`src/rtl/seq_multi_pkg.sv`:
```
// Shared types and width helpers for the sequential shift-and-add multiplier.
package seq_multi_pkg;

  typedef enum logic [0:0] {
    IDLE = 1'b0,
    BUSY = 1'b1
  } state_e;

  // Product width for a given operand width.
  function automatic int unsigned prod_width(input int unsigned w);
    return 2 * w;
  endfunction

  // Iteration counter width: clog2(w)+1 bits.
  function automatic int unsigned cnt_width(input int unsigned w);
    return $clog2(w) + 1;
  endfunction

endpackage

```
`src/rtl/seq_multi.sv`:
```
// Sequential unsigned multiplier: one conditional add per clock, WIDTH
// iterations, product registered with a one-cycle done pulse.
module seq_multi
  import seq_multi_pkg::*;
#(
  parameter int unsigned WIDTH = 4
) (
  input  logic                  clk,
  input  logic                  rst,
  input  logic                  start,
  input  logic [WIDTH-1:0]      a,
  input  logic [WIDTH-1:0]      b,
  output logic [2*WIDTH-1:0]    p,
  output logic                  done
);

  localparam int unsigned PW = prod_width(WIDTH);
  localparam int unsigned CW = cnt_width(WIDTH);
  localparam logic [CW-1:0] LAST = CW'(WIDTH - 1);

  state_e          state_q, state_d;
  logic [PW-1:0]   mcand_q, mcand_d;
  logic [WIDTH-1:0] mplier_q, mplier_d;
  logic [PW-1:0]   acc_q, acc_d;
  logic [CW-1:0]   cnt_q, cnt_d;
  logic [PW-1:0]   p_q, p_d;
  logic            done_q, done_d;
  logic [PW-1:0]   sum;

  // Partial-product accumulation for the current multiplier bit.
  always_comb begin
    sum = acc_q + (mplier_q[0] ? mcand_q : '0);
  end

  // Next-state and datapath control.
  always_comb begin
    state_d  = state_q;
    mcand_d  = mcand_q;
    mplier_d = mplier_q;
    acc_d    = acc_q;
    cnt_d    = cnt_q;
    p_d      = p_q;
    done_d   = 1'b0;
    case (state_q)
      IDLE: begin
        if (start) begin
          mcand_d  = {{WIDTH{1'b0}}, a};
          mplier_d = b;
          acc_d    = '0;
          cnt_d    = '0;
          state_d  = BUSY;
        end
      end
      BUSY: begin
        acc_d    = sum;
        mcand_d  = mcand_q << 1;
        mplier_d = mplier_q >> 1;
        cnt_d    = cnt_q + CW'(1);
        if (cnt_q == LAST) begin
          p_d     = sum;
          done_d  = 1'b1;
          state_d = IDLE;
        end
      end
      default: state_d = IDLE;
    endcase
  end

  // State and datapath registers with asynchronous active-low clear.
  always_ff @(posedge clk or negedge rst) begin
    if (!rst) begin
      state_q  <= IDLE;
      mcand_q  <= '0;
      mplier_q <= '0;
      acc_q    <= '0;
      cnt_q    <= '0;
      p_q      <= '0;
      done_q   <= 1'b0;
    end else begin
      state_q  <= state_d;
      mcand_q  <= mcand_d;
      mplier_q <= mplier_d;
      acc_q    <= acc_d;
      cnt_q    <= cnt_d;
      p_q      <= p_d;
      done_q   <= done_d;
    end
  end

  assign p    = p_q;
  assign done = done_q;

endmodule

```
`config.mk`:
```
export PLATFORM = sky130hd
export DESIGN_NAME = seq_multi
export DESIGN_NICKNAME = d
export VERILOG_FILES = /design/src/rtl/seq_multi_pkg.sv /design/src/rtl/seq_multi.sv
export SDC_FILE = /design/constraint.sdc
export NUM_CORES = 1
export LEC_CHECK = 0
export BUFFER_PORTS_ARGS = -buffer_cell sky130_fd_sc_hd__buf_2
export CORE_MARGIN = 8
export CORE_UTILIZATION = 61
export DETAILED_ROUTE_END_ITERATION = 6
export GPL_ROUTABILITY_DRIVEN = 1
export PLACE_DENSITY = 0.8
export SETUP_SLACK_MARGIN = 0.2
export SYNTH_ARGS = -nofsm -noshare
export SYNTH_HDL_FRONTEND = slang
export SYNTH_SLANG_ARGS = --single-unit
```
`constraint.sdc`:
```
create_clock -name clk -period 5.4 [get_ports clk]
set_clock_uncertainty 0.05 [all_clocks]
set_input_delay 0.54 -clock clk [delete_from_list [all_inputs] [get_ports clk]]
set_output_delay 0.54 -clock clk [all_outputs]
set_load 0.005 [all_outputs]
```
* Yosys cells after proc, flatten, opt, wreduce, memory -nomap -nowiden *
Cells that the tools add are included.

storage, ports and cells
  flip-flop bits (word level) = 33
  bits of input ports = 11
  output and inout port bits = 9
  logic and storage cells = 27

cells by class
  $add $sub $neg = 2
  equal/unequal tests = 2
  multiplexer cells = 14
  bitwise gates (word level) = 1
  reduce and logical (&&, ||, !) cells = 1

operator list
  kind                                           number
  one-hot mux 8 bit (2 select lines)             2
  2-to-1 mux 8 bit                               3
  adder 8 bit                                    1
  one-hot mux 4 bit (2 select lines)             1
  one-hot mux 3 bit (2 select lines)             1
  2-to-1 mux 1 bit                               4
  2-to-1 mux 4 bit                               1
  adder 3 x 1 -> 3 bit, second input constant    1
  == test 3 x 2 -> 1 bit, second input constant  1
  2-to-1 mux 3 bit                               1
  inequality test 2 bit, second input constant   1
  one-hot mux 1 bit (2 select lines)             1
  AND reduction 2 bit                            1
  inverter 1 bit                                 1

* Depth between registers and ports, before layout *
Gate-level depths: netlist of run 1.

  depth after elaboration = 3
  mapped depth = 8
  mapped depth without buffers = 8

* Worst setup path before layout of run 1 *
No wires, ideal clock.

  kind = flip-flop to flip-flop
  start = register mplier_q[0]
  end = register p_q[4] (netlist: p[4])
  setup time = 0.125 ns
  arrival = 1.948 ns
  required time = 5.225 ns
  path slack = 3.277 ns
  cell stages (with the launch flop) = 8
  period minus slack after synthesis = 2.123 ns
  cells stage by stage = dfrtp_1 -> and2_1 -> ha_1 -> fa_1 -> a21o_1 -> a21o_2 -> xor2_1 -> mux2_2

on the way
  longest elaborated chain between the ends = 2

ends and longest elaborated chain
  element                   line             RTL
  start: declaration        seq_multi.sv:23  logic [WIDTH-1:0] mplier_q, mplier_d;
  start signal: assignment  seq_multi.sv:82  mplier_q <= mplier_d;
  2-to-1 mux 8 bit          seq_multi.sv:32  sum = acc_q + (mplier_q[0] ? mcand_q : '0);
  adder 8 bit               seq_multi.sv:32
  end signal: assignment    seq_multi.sv:85  p_q <= p_d;
  end: declaration          seq_multi.sv:26  logic [PW-1:0] p_q, p_d;

No other way between the ends.
A chain may end at the register's enable or synchronous reset.

* Worst setup path after layout of run 1 *
  start = register mplier_q[0]
  end = register acc_q[6]

on the way
  longest elaborated chain between the ends = 3

ends and longest elaborated chain
  element                             line             RTL
  2-to-1 mux 8 bit                    seq_multi.sv:32
  adder 8 bit                         seq_multi.sv:32
  one-hot mux 8 bit (2 select lines)  seq_multi.sv:44  case (state_q)
  end signal: assignment              seq_multi.sv:75  acc_q <= '0;
  end signal: assignment              seq_multi.sv:83  acc_q <= acc_d;
  end: declaration                    seq_multi.sv:24  logic [PW-1:0] acc_q, acc_d;

No other way between the ends.

==> results.sh, run 1 <==
export IMPL_n_antenna_cell=0
export IMPL_final_util=0.701
export IMPL_period_needed_ns=2.27
export IMPL_met2_length_um=1500
export IMPL_area_growth_pct=11.5
export IMPL_hpwl_um=2320
export IMPL_drv_slew=0
export IMPL_status="finished clean"
export IMPL_io_pins=20
export IMPL_via_per_inst=5.70
export IMPL_grt_pass1_wl_um=5690
export IMPL_dp_slack_ns=3.15
export IMPL_p_comb_frac=0.309
export IMPL_timing_setup_tns_ns=0
export IMPL_crit_chain="and2_1 -> ha_1 -> fa_1 -> a21o_1 -> a21o_2 -> a21oi_2 -> or4b_1 -> nand3_1"
export IMPL_place_congestion=0.847
export IMPL_drt_wl_total_um=3270
export IMPL_crit_path_max_incr_delay_ns=0.47
export IMPL_syn_inst=157
export IMPL_finalCritPeriodShare=0.421
export IMPL_postCtsSetupBuffers=0
export IMPL_grt_antenna_before_repair=0
export IMPL_ys_types=32
export IMPL_setup_viol=0
export IMPL_fin_ws_ns=3.13
export IMPL_synth_seq_area_share=0.485
export IMPL_p_clk_frac=0.226
export IMPL_coreArea_um2=2710
export IMPL_dieArea_um2=4740
export IMPL_clk_pin_slew_ns=0.11
export IMPL_critPathCaptureType="register"
export IMPL_setup_worst_path_start_class="register"
export IMPL_hp_class="primary input to asynchronous set/reset pin"
export IMPL_cp_max_fo=10
export IMPL_fin_nets=198
export IMPL_stdcell_count=209
export IMPL_worst_pin_slew_ns=0.940
export IMPL_grt_start_max_net_pins=34
export IMPL_drc=0
export IMPL_track_usage=0.158
export IMPL_dp_cells=201
export IMPL_cts_max_level=2
export IMPL_critical_path_arrival_ns=2.43
export IMPL_drtIter0Drc=101
export IMPL_slowest_stage="dfrtp_1"
export IMPL_syn_num_nets=178
export IMPL_clock_fmax_mhz=440
export IMPL_switching_power_uw=287
export IMPL_routedWlPerCell_um=15.6
export IMPL_powerDensity_nw_per_um2=454
export IMPL_clkLatencyLatePin_ns=0.34
export IMPL_netSwitchingFraction=0.333
export IMPL_hold_slack_ns=0.184
export IMPL_drive_gt1_frac=0.208
export IMPL_core_rowCount=19
export IMPL_dr_wl_met3_um=158
export IMPL_cts_sinks=33
export IMPL_highest_layer="met4"
export IMPL_seqPwrFrac=0.465
export IMPL_yosys_warnings=0
export IMPL_maxCapViolations=0
export IMPL_die_w_um=68.9
export IMPL_vias=1192
export IMPL_peakVddDrop_v=0.000506
export IMPL_wl_met1_um=1560
export IMPL_rsz0062_at_grt="no"
export IMPL_ant_nets=0
export IMPL_cts_resized=0
export IMPL_dr_pass1_iters=5
export IMPL_p_int_uw=575
export IMPL_synthesis_area_um2=1700
export IMPL_first_global_vias=1249
export IMPL_required_ns=5.56
export IMPL_numPortBuffers=19
export IMPL_critPathKind="register to register"
export IMPL_max_slew_margin=0.373
export IMPL_syn_avg_cell_area_um2=10.9
export IMPL_synth_seq_cells=33
export IMPL_die_height_um=68.9
export IMPL_cts_tree="done"
export IMPL_floorplan_initialDensity=0.629
export IMPL_cp_buffers_inverters=0
export IMPL_critPathTopFamily="adder cells"
export IMPL_hold_violations=0
export IMPL_clk_path_buf_depth=2
export IMPL_root_buffer="clkbuf_4"
export IMPL_hold_buffers=0
export IMPL_overflow=0
export IMPL_leakage_uw=0.000977
export IMPL_cts_buffers=5
-- cells in the mapped netlist --
library cell	count	share of area
a211oi_1	1	0.0044
a211oi_2	1	0.0073
a21o_1	2	0.0088
a21o_2	1	0.0051
a21oi_1	4	0.012
a21oi_2	1	0.0051
a222oi_1	1	0.0059
a22o_1	7	0.036
a311oi_1	1	0.0051
a31o_2	1	0.0051
and2_1	7	0.026
buf_2	1	0.0029
clkbuf_1	5	0.011
clkinv_1	1	0.0022
dfrtp_1	33	0.48
fa_1	1	0.012
ha_1	9	0.066
inv_1	4	0.0088
mux2_2	7	0.046
mux2i_1	10	0.059
nand2_1	20	0.044
nand3_1	4	0.012
nand3b_1	1	0.0044
nor2_1	6	0.013
nor2b_1	2	0.0073
o211ai_1	1	0.0044
o21ai_0	16	0.047
o21bai_1	1	0.0044
or4b_1	2	0.012
xnor2_1	2	0.010
xnor3_1	1	0.013
xor2_1	3	0.015
-- flip-flops by register name, indices dropped and copies added (netlist names) --
| signal | flops |
|---|---|
| acc_q | 8 |
| state_q | 1 |
| cnt_q | 3 |
| done | 1 |
| mplier_q | 4 |
| p | 8 |
| mcand_q | 8 |
-- logic make-up (layout without fill, tap and decap cells) --
logic type	count (synthesis)	count (layout)	share of synthesized area
flops	33	33	0.485
xor+xnor	6	6	0.0389
simple gates	42	42	0.118
buf+inv	11	32	0.0250
mux	17	17	0.105
fa+ha+maj	10	10	0.0778
compound gates	38	38	0.151
-- layout by cell type (no fill, tap or decap), types with 2 or more instances in the layout --
cell and count:
clkbuf_4 5, a21o_1 2, nand2_1 20, mux2_2 7
xnor2_1 2, nor2b_1 2, mux2i_1 10, dfrtp_1 33
nand3_1 4, xor2_1 3, nor2_1 6, buf_2 19
a22o_1 7, o21ai_0 16, inv_1 4, a21oi_1 4
and2_1 7, ha_1 9, or4b_1 2
-- per-layer routing --
layer  vias to the layer above  GRT usage
li1                        600          -
met5                         -          0
met1                       558      0.209
met3                         7     0.0404
met4                         0     0.0702
met2                        27      0.238
-- through the flow --
stage | cell area, µm² | total power [µW]
floorplan | 1700 | 588
global placement | 1810 | 655
detailed placement | 1810 | 674
CTS | 1900 | 867
global route | 1900 | 923
finish | 1900 | 863
-- cell type report --
cell class,instances,area [µm²]
Sequential cell,33,826
Tap cell,31,38.8
Fill cell,218,811
Timing Repair Buffer,19,95.1
Clock buffer,7,55.1
Clock inverter,1,30.0
Inverter,5,18.8
Multi-Input combinational cell,113,836
-- final timing paths --
kind	startpoint	end	slack [ns]	cells past startpoint
max	mplier_q[0]	acc_q[6]	3.13	8
min	rst	p[1]	0.18	1
max reg2reg	mplier_q[0]	acc_q[6]	3.13	8
min reg2reg	mplier_q[1]	mplier_q[0]	0.45	2
max in group asynchronous	rst	acc_q[5]	4.65	1
min in group clk	a[0]	mcand_q[0]	0.39	3
-- power by group through the flow --
stage	clock (µW)	combinational, µW	sequential [µW]
floorplan	0	211	377
global placement	0	255	400
detailed placement	0	268	406
CTS	197	270	400
global route	207	302	414
finish	195	267	401
Note: power is estimated with default switching activity, not from simulation.
==> run 2: changes to the inputs <==
- ABC_AREA: not set -> 1
- CORE_UTILIZATION: 61 -> 57
- PLACE_DENSITY: 0.8 -> 0.75
- clock period: 5.4 -> 2.4 ns (I/O delays scaled with it)
==> results.sh, run 2 <==
export IMPL_status="finished clean"
export IMPL_dr_pass1_iters=4
export IMPL_hp_start="a[2]"
export IMPL_layout_commonest_cell="nand2_1"
export IMPL_track_usage=0.147
export IMPL_timing_rr_end="acc_q[6]"
export IMPL_rr_startpoint="mplier_q[0]"
export IMPL_yosys_warnings=0
export IMPL_fin_nets=243
export IMPL_routedWlPerCell_um=13.0
export IMPL_stdcell_area_um2=1910
export IMPL_numPortBuffers=19
export IMPL_cp_buffers_inverters=1
export IMPL_first_global_vias=1394
export IMPL_cts_tree="done"
export IMPL_yosysTopAreaCell="dfrtp_1"
export IMPL_drtIter0Drc=84
export IMPL_synth_seq_area_share=0.465
export IMPL_critPathCaptureType="register"
export IMPL_clkLatencyLatePin_ns=0.34
export IMPL_yosys_top_cells_count="nand2_1 (55), dfrtp_1 (33), inv_1 (29)"
export IMPL_dieArea_um2=5160
export IMPL_floorplan_initialDensity=0.592
export IMPL_hold_depth=3
export IMPL_post_synth_top_count_cell="nand2_1"
export IMPL_timing_setup_tns_ns=0
export IMPL_leakage_uw=0.00110
export IMPL_die_w_um=71.8
export IMPL_reg2reg_depth=10
export IMPL_peakVddDrop_v=0.000544
export IMPL_area_growth_pct=7.75
export IMPL_reg2reg_setup_slack_ns=0.46
export IMPL_mostFrequentLayoutCells="nand2_1 (55), dfrtp_1 (33), inv_1 (29)"
export IMPL_place_congestion=0.794
export IMPL_syn_avg_cell_area_um2=8.80
export IMPL_hpwl_um=2470
export IMPL_setup_viol=0
export IMPL_hp_class="primary input to register"
export IMPL_syn_num_nets=223
export IMPL_synth_edf_count=0
export IMPL_drc=0
export IMPL_critical_path_arrival_ns=2.12
export IMPL_powerDensity_nw_per_um2=1040
export IMPL_grt_start_max_net_pins=34
export IMPL_max_slew_margin=0.527
export IMPL_ant_nets=0
export IMPL_rsz0062_at_grt="no"
export IMPL_vias=1337
export IMPL_crit_chain="nand2_1 -> inv_1 -> ha_1 -> fa_1 -> nand2_1 -> nand3_1 -> nand3_1 -> nand3_1 -> nand3_1 -> nand2_1"
export IMPL_critPathTopFamily="simple AND/OR/NAND/NOR gates"
export IMPL_synthesis_area_um2=1780
export IMPL_clock_fmax_mhz=517
export IMPL_synth_seq_cells=33
export IMPL_cts_sinks=33
export IMPL_clk_path_buf_depth=2
export IMPL_path_common_cell="nand3_1"
export IMPL_core_rowCount=20
export IMPL_finalCritPeriodShare=0.806
export IMPL_min_to="mcand_q[2]"
export IMPL_cts_resized=0
export IMPL_synth_top_area_frac=0.465
export IMPL_required_ns=2.58
export IMPL_cts_buffers=5
export IMPL_ys_types=30
export IMPL_slowest_stage="dfrtp_1"
export IMPL_power_uw=1980
export IMPL_cts_max_level=2
export IMPL_hold_violations=0
export IMPL_io_pins=20
export IMPL_cp_max_fo=9
export IMPL_yosys_top_cells_area="dfrtp_1 (46%), nand2_1 (12%), nand3_1 (7.6%)"
export IMPL_async_flop_share=1.00
export IMPL_overflow=0
export IMPL_postPlaceCellArea_um2=1850
export IMPL_n_antenna_cell=0
export IMPL_coreArea_um2=3000
export IMPL_crit_path_max_incr_delay_ns=0.49
export IMPL_die_height_um=71.8
export IMPL_maxCapViolations=0
export IMPL_worst_pin_slew_ns=0.709
export IMPL_drv_slew=0
export IMPL_syn_inst=202
export IMPL_critPathKind="register to register"
export IMPL_num_fill_cells=258
export IMPL_drt_wl_total_um=3320
export IMPL_grt_antenna_before_repair=0
export IMPL_clk_pin_slew_ns=0.10
export IMPL_drive_gt1_frac=0.202
export IMPL_setup_worst_path_start_class="register"
export IMPL_period_needed_ns=1.94
export IMPL_grt_pass1_wl_um=5980
export IMPL_synthFlopType="dfrtp_1"
export IMPL_via_per_inst=5.22
export IMPL_root_buffer="clkbuf_4"
run 2: cell count changes in the layout (fill, tap and decap cells not counted), sizes merged, moves of 3 or more:
cell	change
o22ai	+3
mux2	-7
and2	-7
nand2	+43
inv	+26
mux2i	-10
a22o	-6
a21oi	-3
nand3	+24
o21ai	-5
run 2: how the worst max path moves through the flow:
stage | startpoint | end | slack (ns) | cells past startpoint
2_1_floorplan | mplier_q[0] | acc_q[6] | 0.64 | 11
3_3_place_gp | mplier_q[0] | acc_q[6] | 0.55 | 10
3_5_place_dp | mplier_q[0] | acc_q[6] | 0.48 | 10
4_1_cts | mplier_q[0] | acc_q[6] | 0.46 | 10
5_1_grt | mplier_q[0] | acc_q[6] | 0.29 | 11
6_report | mplier_q[0] | acc_q[6] | 0.46 | 10
run 2: repair_timing:
action,4_1_cts,5_1_grt
buffers inserted,0,0
hold buffers,1,0
endpoints found under the hold margin,33,0
run 2: layout make-up:
type | count | area (µm²) | area share
sequential | 33 | 826 | 0.431
clock buffer | 6 | 41.3 | 0.0216
clock inverter | 2 | 10.0 | 0.00523
timing repair buffer | 20 | 105 | 0.0549
inverter | 31 | 121 | 0.0634
tap | 33 | 41.3 | 0.0216
multi-input combinational | 131 | 769 | 0.402
run 2: report_power, final:
part	total [µW]	internal, µW	switching [µW]	leakage (µW)
registers	941	768	173	0.000437
clock network	295	111	183	0.0000320
logic	746	297	449	0.000632
total	1980	1180	805	0.00110
run 2: logic make-up after synthesis:
kind of cell,synth area share
buffers and inverters,0.102
AND/OR/NAND/NOR,0.259
XOR/XNOR,0.0141
flip-flops,0.465
AO/OA/AOI/OAI,0.0852
adder cells (fa/ha/maj),0.0746
run 2: worst min-delay path, cell delays in order:
cell and delay [ns]:
buf_2 0.08, nand3_1 0.06, o221ai_1 0.07
run 2: stage by stage:
step                      hold WS (ns)   util  setup WS (ns)  std cells
after global routing            0.0984  0.638          0.288        256
after floorplan                 -0.106      -          0.642        202
after global placement           0.272  0.617          0.549        247
after detailed placement         0.278  0.617          0.477        247
after CTS                       0.0795  0.638          0.462        256
final                           0.0921  0.638          0.465        256
run 2: metal layers:
| layer | wire (µm) | up-vias | track usage |
|---|---|---|---|
| met3 | 121 | 7 | 0.0377 |
| met5 | 0 | - | 0 |
| li1 | - | 684 | - |
| met4 | 78 | 0 | 0.0884 |
| met1 | 1530 | 619 | 0.173 |
| met2 | 1590 | 27 | 0.235 |
